--- src/rtl/sd_drive_arbiter.sv ---
`default_nettype none
// ============================================================================
// Module      : sd_drive_arbiter
// Description : Shares one host SD block-transfer channel between up to four
//               emulated drives. Requests are granted round-robin one at a
//               time. The granted request is latched and presented to the host.
//               The host ack is routed back to the granted drive, and that
//               drive's write-buffer data is muxed onto the host port.
// Revision    : 1.0  initial release
// ----------------------------------------------------------------------------
// Parameters
//   DRIVES   number of requesting drives (clamped to 1..4 as NDR)
//   IDXW     width of grant_idx
//   TIMEOUT  watchdog limit in clk_sys cycles (SD_ARB_TIMEOUT_EN only)
// Ports
//   clk_sys, reset_n        clock, asynchronous active-low reset
//   drv_rd / drv_wr         per-drive level requests, held until drv_ack rises
//   drv_lba / drv_blk_cnt   per-drive LBA (32b) and block count - 1 (6b)
//   drv_buff_din            per-drive write-buffer data (8b)
//   drv_ack                 per-drive ack, routed from the host
//   sd_rd / sd_wr           host request strobes (level)
//   sd_lba / sd_blk_cnt     latched request parameters
//   sd_buff_din             write data of the granted drive (combinational)
//   sd_ack                  host ack
//   grant_idx               current or last granted drive
//   busy                    arbiter is not idle
//   timeout_err             one-cycle pulse on watchdog abort
// Optional feature
//   Define SD_ARB_TIMEOUT_EN to enable the watchdog that aborts a stuck
//   transaction after TIMEOUT cycles. Without it timeout_err is tied low and
//   the arbiter waits indefinitely for the host.
// ============================================================================
module sd_drive_arbiter #(
   parameter int          DRIVES  = 2,
   parameter int          IDXW    = 2,
   parameter logic [23:0] TIMEOUT = 24'd12000000,
   localparam int         NDR     = (DRIVES < 1) ? 1 : ((DRIVES > 4) ? 4 : DRIVES)
) (
   input  logic              clk_sys,
   input  logic              reset_n,
   input  logic [NDR-1:0]    drv_rd,
   input  logic [NDR-1:0]    drv_wr,
   input  logic [NDR*32-1:0] drv_lba,
   input  logic [NDR*6-1:0]  drv_blk_cnt,
   input  logic [NDR*8-1:0]  drv_buff_din,
   output logic [NDR-1:0]    drv_ack,
   output logic              sd_rd,
   output logic              sd_wr,
   output logic [31:0]       sd_lba,
   output logic [5:0]        sd_blk_cnt,
   output logic [7:0]        sd_buff_din,
   input  logic              sd_ack,
   output logic [IDXW-1:0]   grant_idx,
   output logic              busy,
   output logic              timeout_err
);

   typedef enum logic [1:0] {
      S_IDLE = 2'd0,
      S_REQ  = 2'd1,
      S_XFER = 2'd2
   } state_t;

   state_t           state, state_nx;
   logic [1:0]       gidx, gidx_nx;
   logic [1:0]       rr_ptr, rr_ptr_nx;
   logic             sd_rd_nx, sd_wr_nx;
   logic [31:0]      sd_lba_nx;
   logic [5:0]       sd_blk_cnt_nx;
   logic [NDR-1:0]   drv_ack_nx;

   logic [NDR-1:0]   req;
   logic             found;
   logic [1:0]       pick;
   logic [31:0]      pick_lba;
   logic [5:0]       pick_cnt;
   logic             pick_rd;
   logic [1:0]       rr_adv;
   logic [NDR-1:0]   gnt_onehot;
   logic             abort;

   assign req       = drv_rd | drv_wr;
   assign busy      = (state != S_IDLE);
   assign grant_idx = IDXW'(gidx);

   // Round-robin search: offsets are scanned from the farthest to the
   // nearest so that the requester closest to rr_ptr is the last to be
   // written and therefore wins.
   always_comb begin
      found = 1'b0;
      pick  = rr_ptr;
      for (int k = NDR - 1; k >= 0; k--) begin
         for (int i = 0; i < NDR; i++) begin
            if (req[i] && (i == ((int'(rr_ptr) + k) % NDR))) begin
               found = 1'b1;
               pick  = 2'(i);
            end
         end
      end
   end

   // Parameters of the selected requester, captured on the IDLE->REQ edge.
   always_comb begin
      pick_lba = drv_lba[31:0];
      pick_cnt = drv_blk_cnt[5:0];
      pick_rd  = drv_rd[0];
      for (int i = 0; i < NDR; i++) begin
         if (pick == 2'(i)) begin
            pick_lba = drv_lba[32*i +: 32];
            pick_cnt = drv_blk_cnt[6*i +: 6];
            pick_rd  = drv_rd[i];
         end
      end
   end

   // Write data follows the grant in every state; buffer address and write
   // strobe are broadcast to the drives outside this block.
   always_comb begin
      sd_buff_din = drv_buff_din[7:0];
      for (int i = 0; i < NDR; i++) begin
         if (gidx == 2'(i)) begin
            sd_buff_din = drv_buff_din[8*i +: 8];
         end
      end
   end

   always_comb begin
      for (int i = 0; i < NDR; i++) begin
         gnt_onehot[i] = (gidx == 2'(i));
      end
   end

   // Next pointer skips past the drive just served (stays 0 when NDR = 1).
   assign rr_adv = (gidx == 2'(NDR - 1)) ? 2'd0 : (gidx + 2'd1);

   // Next-state and registered-output logic.
   always_comb begin
      state_nx      = state;
      gidx_nx       = gidx;
      rr_ptr_nx     = rr_ptr;
      sd_rd_nx      = sd_rd;
      sd_wr_nx      = sd_wr;
      sd_lba_nx     = sd_lba;
      sd_blk_cnt_nx = sd_blk_cnt;
      drv_ack_nx    = '0;

      if (abort) begin
         sd_rd_nx  = 1'b0;
         sd_wr_nx  = 1'b0;
         rr_ptr_nx = rr_adv;
         state_nx  = S_IDLE;
      end else begin
         case (state)
            S_IDLE: begin
               // Host ack is ignored here; it only matters once a request
               // has been issued.
               if (found) begin
                  gidx_nx       = pick;
                  sd_lba_nx     = pick_lba;
                  sd_blk_cnt_nx = pick_cnt;
                  // Read has priority; a pending write stays asserted by
                  // the drive and is served on a later grant.
                  sd_rd_nx      = pick_rd;
                  sd_wr_nx      = ~pick_rd;
                  state_nx      = S_REQ;
               end
            end
            S_REQ: begin
               // The drive may drop its request here; the host transaction
               // still runs to completion.
               if (sd_ack) begin
                  sd_rd_nx   = 1'b0;
                  sd_wr_nx   = 1'b0;
                  drv_ack_nx = gnt_onehot;
                  state_nx   = S_XFER;
               end
            end
            S_XFER: begin
               if (sd_ack) begin
                  drv_ack_nx = gnt_onehot;
               end else begin
                  rr_ptr_nx = rr_adv;
                  state_nx  = S_IDLE;
               end
            end
            default: begin
               sd_rd_nx = 1'b0;
               sd_wr_nx = 1'b0;
               state_nx = S_IDLE;
            end
         endcase
      end
   end

   always_ff @(posedge clk_sys or negedge reset_n) begin
      if (!reset_n) begin
         state      <= S_IDLE;
         gidx       <= 2'd0;
         rr_ptr     <= 2'd0;
         sd_rd      <= 1'b0;
         sd_wr      <= 1'b0;
         sd_lba     <= 32'd0;
         sd_blk_cnt <= 6'd0;
         drv_ack    <= '0;
      end else begin
         state      <= state_nx;
         gidx       <= gidx_nx;
         rr_ptr     <= rr_ptr_nx;
         sd_rd      <= sd_rd_nx;
         sd_wr      <= sd_wr_nx;
         sd_lba     <= sd_lba_nx;
         sd_blk_cnt <= sd_blk_cnt_nx;
         drv_ack    <= drv_ack_nx;
      end
   end

`ifdef SD_ARB_TIMEOUT_EN
   // Watchdog: counts cycles spent in the current busy state and restarts
   // on every state change, so each phase of a transaction gets its own
   // TIMEOUT budget.
   logic [23:0] wd_cnt;

   assign abort = (state != S_IDLE) && (wd_cnt == (TIMEOUT - 24'd1));

   always_ff @(posedge clk_sys or negedge reset_n) begin
      if (!reset_n) begin
         wd_cnt      <= 24'd0;
         timeout_err <= 1'b0;
      end else begin
         timeout_err <= abort;
         if ((state_nx != state) || (state == S_IDLE)) begin
            wd_cnt <= 24'd0;
         end else begin
            wd_cnt <= wd_cnt + 24'd1;
         end
      end
   end
`else
   logic unused_timeout;

   assign abort          = 1'b0;
   assign timeout_err    = 1'b0;
   assign unused_timeout = ^TIMEOUT;
`endif

endmodule
`default_nettype wire
--- config.mk ---
export PLATFORM = sky130hd
export DESIGN_NAME = sd_drive_arbiter
export DESIGN_NICKNAME = d
export VERILOG_FILES = /design/src/rtl/sd_drive_arbiter.sv
export SDC_FILE = /design/constraint.sdc
export NUM_CORES = 1
export LEC_CHECK = 0
export ABC_AREA = 1
export CELL_PAD_IN_SITES_DETAIL_PLACEMENT = 1
export CELL_PAD_IN_SITES_GLOBAL_PLACEMENT = 1
export CORE_UTILIZATION = 28
export CTS_CLUSTER_DIAMETER = 120
export DETAILED_ROUTE_END_ITERATION = 10
export PLACE_DENSITY_LB_ADDON = 0.1
export SETUP_SLACK_MARGIN = 0.15
export SYNTH_ARGS = -nofsm -noshare
export SYNTH_HDL_FRONTEND = slang
export SYNTH_SLANG_ARGS = --single-unit
--- constraint.sdc ---
create_clock -name clk_sys -period 2.2 [get_ports clk_sys]
set_clock_uncertainty 0.15 [all_clocks]
set_input_delay 0.44 -clock clk_sys [delete_from_list [all_inputs] [get_ports clk_sys]]
set_output_delay 0.44 -clock clk_sys [all_outputs]
set_load 0.005 [all_outputs]
==> results.toml, run 1 <==
[yosys]
synth_fa_ha_area_frac = 0.0177
syn-num-nets = 505
synth-seq-cells = 48
synth_top_area_frac = 0.426
synth.top_cells.by_area = "dfrtp_1 (43%), nand2_1 (17%), nand3_1 (15%), inv_1 (12%), mux2_2 (3.2%)"
synth_top_family_by_area = "simple AND/OR/NAND/NOR gates"
netlist_instances = 402
yosys_warnings = 0
synth.cell_area_um2 = 2820
synth.avg_cell_area_um2 = 7.02
yosys.area.top_type = "dfrtp_1"
synth.distinct_cells = 22
synthXorXnorAreaFrac = 0
yosys.area_share.simple = 0.342
seq_area_frac_synth = 0.426
synth_mux_area_frac = 0.0319
synth-compound-area-share = 0.0155

[sta]
post-route-min-period_ns = 2.09
setup-violations-final = 0
max_freq_mhz = 477
rsz0062_at_grt = "true"
max_slew_margin = 0.591
setup_ws_ns = 0.105
min_period_over_period = 0.952
hold_viol = 0
drv_slew = 0
tightest_slew_ns = 0.613

[layout]
area_delta_synth_final_pct = 64.2
nNetsFinal = 661
diodes = 0
utilization = 0.474
drive_gt1_frac = 0.0932
final_cell_mix = "clkdlybuf4s50_1 (140), nand2_1 (129), inv_1 (89)"
layout_commonest_cell = "clkdlybuf4s50_1"

[clock_network]
htreeDepth = 2
clockBufferDepth = 2
clock-sinks = 48
cts.clk_slew.worst_paths_ns = 0.09
ctsRootBufferMaster = "clkbuf_8"
cts_hold_buf = 0
cts-buffers-inserted = 5
cts_tree = "done"
worstSkewPairLatency_ns = 0.31

[floorplan]
die_y_um = 102
num_rows = 36
initial_utilization = 0.289
core_um2 = 9770
ios = 153
die_w_um = 102
die_area_um2 = 10500

[critical_path]
crit_chain = "inv_2 > buf_6 > nand2_8 > buf_6 > mux2_4 > buf_6"
reg2reg_setup_slack_ns = 0.39
cp_slowest_cell = "dfrtp_1"
crit_top_cell = "buf_6"
path_class = "flop to output port"
arrival_ns = 1.50
rr_worst_depth = 8
r2r_start = "state[1]$_DFFE_PN0P_"
path_delay_family = "buffers and inverters"
end_kind = "output port"
cp_slowest_stage_delay_ns = 0.40
path_max_fanout = 5
startpoint_type = "flop"
critPathRequiredTime_ns = 1.61
worst-path-buf-inv = 4
r2r_end = "sd_lba[4]$_DFFE_PN0P_"

[place]
portBuffers = 151
dp_slack_ns = -0.0761
routabilityCongestion = 0.760
dpl.hpwl_um = 6940

[global_routing]
first_global_vias = 3195
antenna_found_initial = 0
grt_pass1_wl_um = 15300
grt_remaining_overflow = 0
grt_max_degree = 49
grt_usage = 0.192

[route]
wl_per_cell_um = 13.6
drt_iter0_markers = 70
vias = 3025
drc_errors = 0
finalWirelength_um = 9420
via_per_inst = 4.38
drt.antenna.violating_nets = 0
first_pass_iters = 4

[hold_path]
hp-class = "input pin to asynchronous set/reset pin"

[status]
status = "finished, final reports clean"

[power]
p_leak_nw = 2.44
p_total_mw = 5.02
peakVddDrop_mv = 0.473
power_density_nw_per_um2 = 1080

[flow_run]
cap_violations = 0
[cell families (layout without fill, tap and decap cells)]
group | count (synthesis) | count (layout)
flops | 48 | 48
buf+inv | 113 | 268
compound gates | 6 | 6
fa+ha+maj | 4 | 4
mux | 8 | 8
other cells | 1 | 1
simple gates | 222 | 223
[through the flow]
stage          TNS (ns)  area (um^2)  hold WS, ns  std cells
2_1_floorplan         0         2820     -0.00559        402
3_3_place_gp          0         4460        0.312        675
3_5_place_dp     -0.781         4460        0.315        675
4_1_cts               0         4600       0.0933        691
5_1_grt               0         4630        0.112        691
6_report              0         4630       0.0616        691
[metal layers]
metal | GRT usage | up-vias | routed length (um)
li1 | - | 1516 | -
met1 | 0.240 | 1422 | 4100
met2 | 0.339 | 77 | 4790
met3 | 0.0274 | 10 | 385
met4 | 0.0626 | 0 | 145
met5 | 0 | - | 0
[worst max path at each step]
stage / from / end / slack (ns) / cells past startpoint
after global placement: drv_rd[0] / sd_lba[19]$_DFFE_PN0P_ / 0.0002 / 8
after CTS: grant_idx[1]$_DFFE_PN0P_ / sd_buff_din[1] / 0.07 / 6
after global routing: grant_idx[1]$_DFFE_PN0P_ / sd_buff_din[1] / 0.06 / 6
after detailed placement: drv_rd[0] / sd_blk_cnt[0]$_DFFE_PN0P_ / -0.08 / 8
final: grant_idx[1]$_DFFE_PN0P_ / sd_buff_din[1] / 0.11 / 6
after floorplan: grant_idx[1]$_DFFE_PN0P_ / sd_buff_din[0] / 0.60 / 3
[cells in the mapped netlist (all sizes together)]
| library cell | instances |
|---|---|
| nand4 | 1 |
| mux2 | 8 |
| nor2 | 5 |
| nor4 | 1 |
| clkbuf | 4 |
| nand2 | 131 |
| buf | 17 |
| nand3 | 83 |
| o21ai | 4 |
| ha | 4 |
| o22ai | 2 |
| conb | 1 |
| nor3 | 1 |
| inv | 92 |
| dfrtp | 48 |
[area by class of cell]
| class | count | area [um^2] |
|---|---|---|
| timing repair buffer | 169 | 1640 |
| inverter | 92 | 348 |
| tap | 133 | 166 |
| fill | 1248 | 5140 |
| clock buffer | 5 | 68.8 |
| clock inverter | 2 | 12.5 |
| multi-input combinational | 242 | 1190 |
| sequential | 48 | 1200 |
[where the power goes]
part	internal (mW)	total [mW]	switching, mW
Combinational	1.51	2.93	1.42
Sequential	1.31	1.58	0.260
Clock	0.216	0.513	0.297
[state kept, by name, summed over array words and instances, names as in the netlist]
signal      cells
sd_lba         32
grant_idx       2
sd_wr           1
sd_blk_cnt      6
drv_ack         2
rr_ptr          2
state           2
sd_rd           1
[what timing repair did]
action	CTS	global route
gates resized for setup	30	13
buffers inserted	8	0
endpoints found under the setup margin	9	17
pin swaps	1	1
gates cloned	1	0
No activity file was read; power rests on OpenSTA's default activity.
==> run 2: changes to the inputs <==
--- a/config.mk
+++ b/config.mk
@@ -6,6 +6,7 @@
 export NUM_CORES = 1
 export LEC_CHECK = 0
 export ABC_AREA = 1
+export ABC_CLOCK_PERIOD_IN_PS = 2200
 export CELL_PAD_IN_SITES_DETAIL_PLACEMENT = 1
 export CELL_PAD_IN_SITES_GLOBAL_PLACEMENT = 1
 export CORE_UTILIZATION = 28
==> results of run 2 <==
The final DEF is identical to that of run 1; final timing and power are the same.
